**config.mk**
```make
export PLATFORM = sky130hd
export DESIGN_NAME = rx_tank_pos_deframer
export DESIGN_NICKNAME = d
export VERILOG_FILES = /design/src/rtl/rx_tank_pos_deframer.sv
export SDC_FILE = /design/constraint.sdc
export NUM_CORES = 1
export LEC_CHECK = 0
export ABC_AREA = 1
export BUFFER_PORTS_ARGS = -buffer_cell sky130_fd_sc_hd__buf_2
export CAP_MARGIN = 25
export CORE_ASPECT_RATIO = 1.2
export CORE_MARGIN = 2
export CORE_UTILIZATION = 54
export CTS_BUF_LIST = sky130_fd_sc_hd__clkbuf_2 sky130_fd_sc_hd__clkbuf_4 sky130_fd_sc_hd__clkbuf_8
export DETAILED_ROUTE_END_ITERATION = 6
export PLACE_DENSITY = 0.84
export SLEW_MARGIN = 20
export SYNTH_ARGS = -nofsm -noshare
export SYNTH_HDL_FRONTEND = slang
export SYNTH_SLANG_ARGS = --single-unit
export TNS_END_PERCENT = 100
```
**constraint.sdc**
```tcl
create_clock -name clk -period 1.43 [get_ports clk]
set_input_delay 0.286 -clock clk [delete_from_list [all_inputs] [get_ports clk]]
set_output_delay 0.286 -clock clk [all_outputs]
set_load 0.01 [all_outputs]
```
**src/rtl/rx_tank_pos_deframer.sv**
```systemverilog
// Receive-side deframer for tank position frames: hunts for the 0xFF preamble,
// rebuilds the 10-bit X/Y positions and aborts on bad high bytes or inter-byte stalls.
module rx_tank_pos_deframer #(
  parameter int SYNC_LEN = 4,
  parameter int TIMEOUT  = 40000
) (
  input  logic       clk,
  input  logic       rst,
  input  logic       rx_done,
  input  logic [7:0] rx_data,
  output logic [9:0] x_pos,
  output logic [9:0] y_pos,
  output logic       pos_valid,
  output logic       frame_err,
  output logic       sync_lock
);

  localparam int FF_W   = (SYNC_LEN < 2) ? 1 : $clog2(SYNC_LEN + 1);
  localparam int IDLE_W = (TIMEOUT < 2) ? 1 : $clog2(TIMEOUT + 1);

  typedef enum logic [2:0] {
    S_HUNT = 3'd0,
    S_X_LO = 3'd1,
    S_X_HI = 3'd2,
    S_Y_LO = 3'd3,
    S_Y_HI = 3'd4
  } state_t;

  state_t              state_q, state_d;
  logic [FF_W-1:0]     ff_cnt_q, ff_cnt_d;
  logic [IDLE_W-1:0]   idle_cnt_q, idle_cnt_d;
  logic [9:0]          x_hold_q, x_hold_d;
  logic [7:0]          y_hold_q, y_hold_d;
  logic [9:0]          x_pos_q, x_pos_d;
  logic [9:0]          y_pos_q, y_pos_d;
  logic                pos_valid_q, pos_valid_d;
  logic                frame_err_q, frame_err_d;
  logic                sync_lock_q, sync_lock_d;
  logic                hi_ok;
  logic                abort_hi;

  // A high byte carries only two payload bits; anything in [7:2] means a broken frame.
  assign hi_ok = (rx_data[7:2] == 6'd0);

  always_comb begin
    state_d     = state_q;
    ff_cnt_d    = ff_cnt_q;
    idle_cnt_d  = idle_cnt_q;
    x_hold_d    = x_hold_q;
    y_hold_d    = y_hold_q;
    x_pos_d     = x_pos_q;
    y_pos_d     = y_pos_q;
    sync_lock_d = sync_lock_q;
    pos_valid_d = 1'b0;
    frame_err_d = 1'b0;
    abort_hi    = 1'b0;

    if (rx_done) begin
      idle_cnt_d = '0;
      case (state_q)
        S_HUNT: begin
          if (rx_data == 8'hFF) begin
            if (ff_cnt_q == FF_W'(SYNC_LEN - 1)) begin
              ff_cnt_d = '0;
              state_d  = S_X_LO;
            end else begin
              ff_cnt_d = ff_cnt_q + FF_W'(1);
            end
          end else begin
            ff_cnt_d = '0;
          end
        end
        S_X_LO: begin
          x_hold_d[7:0] = rx_data;
          state_d       = S_X_HI;
        end
        S_X_HI: begin
          if (hi_ok) begin
            x_hold_d[9:8] = rx_data[1:0];
            state_d       = S_Y_LO;
          end else begin
            abort_hi = 1'b1;
          end
        end
        S_Y_LO: begin
          y_hold_d = rx_data;
          state_d  = S_Y_HI;
        end
        S_Y_HI: begin
          if (hi_ok) begin
            x_pos_d     = x_hold_q;
            y_pos_d     = {rx_data[1:0], y_hold_q};
            pos_valid_d = 1'b1;
            sync_lock_d = 1'b1;
            state_d     = S_HUNT;
          end else begin
            abort_hi = 1'b1;
          end
        end
        default: begin
          state_d  = S_HUNT;
          ff_cnt_d = '0;
        end
      endcase

      // The offending 0xFF may be the first byte of the next preamble.
      if (abort_hi) begin
        frame_err_d = 1'b1;
        sync_lock_d = 1'b0;
        state_d     = S_HUNT;
        ff_cnt_d    = (rx_data == 8'hFF) ? FF_W'(1) : '0;
      end
    end else if (state_q != S_HUNT) begin
      if (idle_cnt_q == IDLE_W'(TIMEOUT - 1)) begin
        frame_err_d = 1'b1;
        sync_lock_d = 1'b0;
        state_d     = S_HUNT;
        ff_cnt_d    = '0;
        idle_cnt_d  = '0;
      end else begin
        idle_cnt_d = idle_cnt_q + IDLE_W'(1);
      end
    end else begin
      idle_cnt_d = '0;
    end
  end

  always_ff @(posedge clk) begin
    if (rst) begin
      state_q     <= S_HUNT;
      ff_cnt_q    <= '0;
      idle_cnt_q  <= '0;
      x_hold_q    <= '0;
      y_hold_q    <= '0;
      x_pos_q     <= '0;
      y_pos_q     <= '0;
      pos_valid_q <= 1'b0;
      frame_err_q <= 1'b0;
      sync_lock_q <= 1'b0;
    end else begin
      state_q     <= state_d;
      ff_cnt_q    <= ff_cnt_d;
      idle_cnt_q  <= idle_cnt_d;
      x_hold_q    <= x_hold_d;
      y_hold_q    <= y_hold_d;
      x_pos_q     <= x_pos_d;
      y_pos_q     <= y_pos_d;
      pos_valid_q <= pos_valid_d;
      frame_err_q <= frame_err_d;
      sync_lock_q <= sync_lock_d;
    end
  end

  assign x_pos     = x_pos_q;
  assign y_pos     = y_pos_q;
  assign pos_valid = pos_valid_q;
  assign frame_err = frame_err_q;
  assign sync_lock = sync_lock_q;

endmodule

```
==> run_results.csv, run 1 <==
group,metric,value,unit
outcome,outcome,"finished clean",
power,power,4.109,mW
cts,cts_buffers,9,
timing,tns,0,ns
min_path,min_to,"state_q[1]",
logic_synthesis,avgSynthCellArea,7.743,µm²
global_routing,grt_pass1_vias,2425,
timing,fin_ws,0.003001,ns
critical_path,r2r_end,"sync_lock",
floorplanning,fp.dieH,82.81,µm
cts,cts.sinks,63,
global_routing,grt-ovfl-total,0,
placed_design,gp_congestion,0.8433,
critical_path,cp_slowest_stage_delay,0.35,ns
floorplanning,dieWidth,69.68,µm
drt,drt_iter0_drc,147,
logic_synthesis,synth_nets,374,
min_path,min_path_cells,2,
power,power_density,1227,nW/µm²
layout,drive_gt1_share,29.02,%
placed_design,post-place-ws,-0.02202,ns
floorplanning,ios,34,
critical_path,crit_chain,"ha_4 -> nand3_4 -> nor3_4 -> nand3_2 -> nand2_4 -> nand2_1 -> nand2_1 -> a21oi_2",
drt,wl_per_cell,12.61,µm
logic_synthesis,synthDistinctLibCells,33,
drt,drt_drc_violations_left,0,
cts,cts.clk_slew.worst_paths,0.07,ns
global_routing,grt.total_usage,21.62,%
critical_path,critical_path_required,1.67,ns
critical_path,r2r_cells,8,
drt,dr.pass1.iters,4,
timing,fin_crit_sh,99.79,%
cts,htreeDepth,3,
drt,routed_wl,6.016,mm
critical_path,arrival,1.66,ns
timing,period_needed,1.427,ns
critical_path,critPathMaxFanout,6,
critical_path,r2r_start,"idle_cnt_q[1]",
floorplanning,start_util,56.19,%
power,leakagePower,1.507,nW
timing,rsz0062_at_grt,"true",
layout,num_antenna_cells,0,
timing,setup_viol,0,
global_routing,grt_pass1_wl,10.30,mm
global_routing,antenna_found_initial,0,
global_routing,grt_max_degree,39,
timing,skew,0.006265,ns
cts,cts_root_buf,"clkbuf_8",
drt,viasPerCell,5.239,
timing,timing.final.hold_violations,0,
critical_path,rrSetupSlack,0.003,ns
placed_design,portBuffers,33,
logic_synthesis,synth_seq_area_share,45.12,%
critical_path,crit_type,"flop to flop",
critical_path,start_kind,"flop",
job,max-cap-violations,0,
layout,layout.nets,427,
floorplanning,row_count,28,
placed_design,place_hpwl,4.187,mm
cts,clock_tree.buffer_depth,2,
cts,clk-insertion-delay-late,0.34,ns
timing,slew_headroom,78.80,%
timing,fin_hold_ws,0.1832,ns
drt,vias,2499,
floorplanning,die-area,5770,µm²
timing,worst_slew_pin_slew,0.3175,ns
critical_path,crit_slowest_cell,"dfxtp_2",
logic_synthesis,syn_area,2795,µm²
drt,antenna_left,0,
logic_synthesis,synthCells,361,
floorplanning,core_area,4975,µm²
timing,drv_slew,0,
critical_path,crit_top_cell,"nand2_1",
timing,fmax,700.8,MHz
layout,syn_to_final_growth,19.79,%
power,ir_worst_vdd,0.0006357,V
min_path,hold_class,"input port to flop",
critical_path,end_kind,"flop",
logic_synthesis,synth_warnings,0,
cts,tritoncts,"done",
min_path,hold_start,"rst",
logic_synthesis,synth-seq-cells,63,
## cell usage in the layout, fill, tap and decap left out, drive strengths merged
cell type and n:
xor2 2, nor3b 2, nor3 12, bufinv 1, or2 4, dfxtp 63, a21oi 22, nand2 47
and3 2, clkbuf 11, nand4 6, inv 30, ha 2, o21ai 40, xnor2 1, nand3 19
clkinv 3, nor2 97, buf 53
## worst max-delay path, delay by kind of cell (launching register included)
family | cells | cell delay [ns]
fa+ha+maj | 1 | 0.15
compound gates | 1 | 0.04
simple gates | 6 | 0.79
flops | 1 | 0.35
## how the worst max path moves through the flow
| stage | from | endpoint | slack (ns) |
|---|---|---|---|
| 2_1_floorplan | idle_cnt_q[0] | ff_cnt_q[2] | 0.04 |
| 3_3_place_gp | rx_data[2] | state_q[0] | 0.03 |
| 3_5_place_dp | rx_data[5] | state_q[2] | -0.02 |
| 4_1_cts | idle_cnt_q[0] | state_q[2] | 0.004 |
| 5_1_grt | idle_cnt_q[1] | ff_cnt_q[2] | -0.08 |
| 6_report | idle_cnt_q[1] | sync_lock | 0.003 |
## per-layer routing
layer / vias to the layer above / GRT usage, % / share of wire (%)
li1: 1267 / - / -
met1: 1136 / 26.08 / 43
met2: 75 / 36.54 / 49
met3: 21 / 4.005 / 4.9
met4: 0 / 11.19 / 3.1
met5: - / 0 / 0
## cells in the mapped netlist
cell type / instances / share of area (%)
inv_1: 26 / 3.5
o21ai_2: 1 / 0.31
nand3_1: 15 / 2.7
buf_6: 5 / 2.0
o21ai_0: 16 / 2.9
nor3b_1: 2 / 0.54
ha_1: 2 / 0.90
nand4_1: 5 / 1.1
clkbuf_1: 2 / 0.27
nand2_2: 7 / 1.6
nor3_2: 1 / 0.36
xnor2_1: 1 / 0.31
nand2_1: 39 / 5.2
nor3_1: 7 / 1.3
dfxtp_1: 63 / 45
or2_0: 3 / 0.67
buf_1: 1 / 0.13
nand3_4: 2 / 1.3
buf_4: 3 / 0.81
a21oi_2: 2 / 0.63
inv_2: 4 / 0.54
and3_1: 2 / 0.45
o21ai_1: 23 / 4.1
nand4_4: 1 / 0.76
xor2_1: 2 / 0.63
clkinv_1: 1 / 0.13
nor2_2: 20 / 4.5
nor2_1: 77 / 10
nand3_2: 2 / 0.72
buf_2: 1 / 0.18
or2_2: 1 / 0.22
a21oi_1: 20 / 3.6
nor3_4: 4 / 2.3
## state kept, by name (all words and copies together) (netlist names)
| signal | count |
|---|---|
| idle_cnt_q | 16 |
| frame_err | 1 |
| state_q | 3 |
| pos_valid | 1 |
| y_hold_q | 8 |
| sync_lock | 1 |
| x_hold_q | 10 |
| x_pos | 10 |
| y_pos | 10 |
| ff_cnt_q | 3 |
## report_power, final
group / switching (mW) / total, mW / leakage [nW] / internal, mW
Combinational: 0.434 / 0.666 / 0.895 / 0.233
Clock: 0.661 / 1.54 / 0.101 / 0.880
Sequential: 0.0652 / 1.90 / 0.510 / 1.84
Total: 1.16 / 4.11 / 1.51 / 2.95
## kinds of logic (layout without fill, tap and decap cells)
logic type | after synthesis | in the layout | synth area share, %
buffers and inverters | 43 | 98 | 7.564
xor gates and xnor gates | 3 | 3 | 0.9402
AOI/OAI and AO/OA | 62 | 62 | 11.50
adders and majority gates | 2 | 2 | 0.8951
and+or+nand+nor | 188 | 189 | 33.97
DFF | 63 | 63 | 45.12
## final cells by class
type,count,area (µm²)
fill,404,1627
multi-input combinational,256,1361
sequential,63,1266
timing repair buffer,53,331.6
clock buffer,11,151.4
inverter,31,118.9
tap,60,75.07
clock inverter,3,43.79
## per-stage QoR
step,util (%),cell area (µm²),instances
after global placement,62.07,3088,460
after CTS,66.10,3288,474
after global routing,67.30,3348,477
final,67.30,3348,477
after floorplan,-,2795,361
after detailed placement,62.07,3088,460
## repair_timing
action                     in CTS  in global routing
cloned                          0                  1
resized for setup               1                 12
pin swaps                       0                  7
setup endpoints to repair       6                 39
hold buffers                    0                  0
setup buffers                   0                  2
Note: power is estimated with default switching activity, not from simulation.
==> run 2, diff against run 1 <==
--- a/config.mk
+++ b/config.mk
@@ -6,7 +6,7 @@
 export NUM_CORES = 1
 export LEC_CHECK = 0
 export ABC_AREA = 1
-export BUFFER_PORTS_ARGS = -buffer_cell sky130_fd_sc_hd__buf_2
+export BUFFER_PORTS_ARGS = -buffer_cell sky130_fd_sc_hd__clkbuf_2
 export CAP_MARGIN = 25
 export CORE_ASPECT_RATIO = 1.2
 export CORE_MARGIN = 2
@@ -14,6 +14,7 @@
 export CTS_BUF_LIST = sky130_fd_sc_hd__clkbuf_2 sky130_fd_sc_hd__clkbuf_4 sky130_fd_sc_hd__clkbuf_8
 export DETAILED_ROUTE_END_ITERATION = 6
 export PLACE_DENSITY = 0.84
+export RECOVER_POWER = 50
 export SLEW_MARGIN = 20
 export SYNTH_ARGS = -nofsm -noshare
 export SYNTH_HDL_FRONTEND = slang
==> run 2 against run 1 <==
Total power up 4.8%. Sequential power about the same. Wire length up 3.6%. Clock skew up 0.0054 ns. Setup slack better by 0.0013 ns. Die area unchanged. Utilization down 0.10 points. Via count up 0.60%. Critical path depth down 1. Maximum frequency about the same. Register-to-register slack about the same. Combinational power about the same. Largest power group unchanged.
==> run_results.csv, run 2 (synthesis results as in run 1) <==
group,metric,value,unit
layout,num_antenna_cells,0,
power,swShare,27.35,%
drt,antenna_left,0,
timing,worst_slew_pin_slew,0.3183,ns
layout,largest_reg_flops,16,
power,leakagePower,1.408,nW
power,p_clk_share,40.1,%
drt,dr.pass1.iters,5,
floorplanning,dieWidth,69.68,µm
floorplanning,core_area,4975,µm²
global_routing,grt.total_usage,22.91,%
drt,drt_iter0_drc,120,
critical_path,crit_slowest_cell,"dfxtp_2",
cts,htreeDepth,3,
timing,rsz0062_at_grt,"true",
floorplanning,die-area,5770,µm²
cts,clock_tree.buffer_depth,2,
layout,syn_to_final_growth,19.61,%
timing,timing.final.hold_violations,0,
layout,final_cell_mix,"76 x nor2_1, 57 x dfxtp_1, 38 x nand2_1",
timing,skew,0.01171,ns
floorplanning,ios,34,
power,power_density,1288,nW/µm²
global_routing,grt-ovfl-total,0,
timing,drv_slew,0,
timing,fmax,701.4,MHz
critical_path,crit_type,"flop to flop",
drt,routed_wl,6.231,mm
critical_path,end_kind,"flop",
cts,postCtsHoldBufs,0,
drt,wl_per_cell,13.01,µm
cts,clk-insertion-delay-late,0.34,ns
layout,drive_gt1_share,25.06,%
cts,cts_buffers,9,
critical_path,critical_path_required,1.71,ns
placed_design,place_inst,458,
timing,fin_crit_sh,99.70,%
global_routing,antenna_found_initial,0,
drt,drt_drc_violations_left,0,
global_routing,grt_pass1_wl,10.70,mm
timing,setup_viol,0,
power,ir_worst_vdd,0.0008607,V
power,pwr-share-seq,44.4,%
critical_path,critPathMaxFanout,3,
layout,mostFrequentLayoutCell,"nor2_1",
placed_design,portBuffers,33,
drt,viasPerCell,5.248,
floorplanning,row_count,28,
cts,cts.clk_slew.worst_paths,0.07,ns
critical_path,start_kind,"flop",
job,max-cap-violations,0,
layout,stdcell_count,479,
cts,cts.sinks,63,
power,power,4.306,mW
placed_design,place_hpwl,4.159,mm
outcome,outcome,"finished clean",
critical_path,arrival,1.70,ns
critical_path,crit_chain,"ha_4 -> nand3_4 -> buf_4 -> nor2_2 -> nand4_1 -> or2_0 -> a21oi_1",
timing,period_needed,1.426,ns
placed_design,gp_congestion,0.8628,
global_routing,grt_pass1_vias,2431,
timing,slew_headroom,78.78,%
power,p_comb_share,15.4,%
critical_path,cp_slowest_stage_delay,0.36,ns
global_routing,grt_max_degree,28,
cts,tritoncts,"done",
floorplanning,start_util,56.19,%
drt,vias,2514,
layout,max_flop_register,"idle_cnt_q",
power,p_int,3.128,mW
timing,fin_hold_ws,0.1806,ns
power,p_sw,1.178,mW
layout,layout.nets,427,
cts,cts_root_buf,"clkbuf_8",
floorplanning,fp.dieH,82.81,µm
min_path,hold_class,"input port to flop",
## run 2: changes by cell type in the layout (fill, tap and decap cells not counted), moves of 2 or more
cell / previous run / this run
buf_2: 33 / 0
clkbuf_8: 11 / 9
dfxtp_1: 59 / 57
clkbuf_2: 0 / 10
clkbuf_1: 0 / 23
dfxtp_2: 4 / 6
clkbuf_4: 0 / 4
## run 2: worst paths after layout
kind / from / end / slack (ns) / cells after the start
max: idle_cnt_q[1] / idle_cnt_q[14] / 0.004 / 7
min: rst / frame_err / 0.18 / 2
max reg2reg: idle_cnt_q[1] / idle_cnt_q[14] / 0.004 / 7
min reg2reg: sync_lock / sync_lock / 0.47 / 2
## run 2: final cells by class
| cell class | count | area, µm² |
|---|---|---|
| multi-input cells | 256 | 1369 |
| inverters | 31 | 118.9 |
| flip-flops and latches | 63 | 1269 |
| clock buffers | 13 | 153.9 |
| well taps | 60 | 75.07 |
| clock inverters | 3 | 67.56 |
| repair buffers | 53 | 290.3 |
| fillers | 413 | 1632 |
## run 2: critical path, delay by kind of cell (launching register included)
family	cells	cell delay, ns
AOI/OAI and AO/OA	1	0.12
adders and majority gates	1	0.16
buffers and inverters	1	0.16
DFF	1	0.36
and+or+nand+nor	4	0.57
## run 2: what timing repair did
item / CTS / global route
buffers inserted: 3 / 1
gates cloned: 1 / 0
pin swaps: 4 / 5
gates resized for setup: 5 / 16
setup endpoints to repair: 6 / 35
## run 2: through the flow
step                      setup TNS (ns)  setup WS (ns)  util, %  cell area, µm²
after floorplan                        0        0.03943        -            2795
after global placement                 0        0.03043    61.52            3060
after detailed placement         -0.1646       -0.05849    61.52            3060
after CTS                              0       0.003918    66.95            3331
after global routing             -0.1608       -0.08249    67.20            3343
final                                  0       0.004251    67.20            3343
## run 2: metal layers
metal / routed length (µm) / vias up / global-route usage (%) / share of wire [%]
li1: - / 1268 / - / -
met1: 2634 / 1146 / 27.30 / 42
met2: 3157 / 90 / 39.42 / 51
met3: 312 / 10 / 5.218 / 5.0
met4: 126 / 0 / 9.790 / 2.0
met5: 0 / - / 0 / 0
## run 2: power groups by stage
stage / Combinational (mW) / Sequential, mW / Clock [mW]
floorplan: 0.483 / 1.93 / 0
global placement: 0.604 / 1.93 / 0
detailed placement: 0.624 / 1.93 / 0
CTS: 0.629 / 1.90 / 1.74
global route: 0.743 / 1.92 / 1.83
finish: 0.664 / 1.91 / 1.73
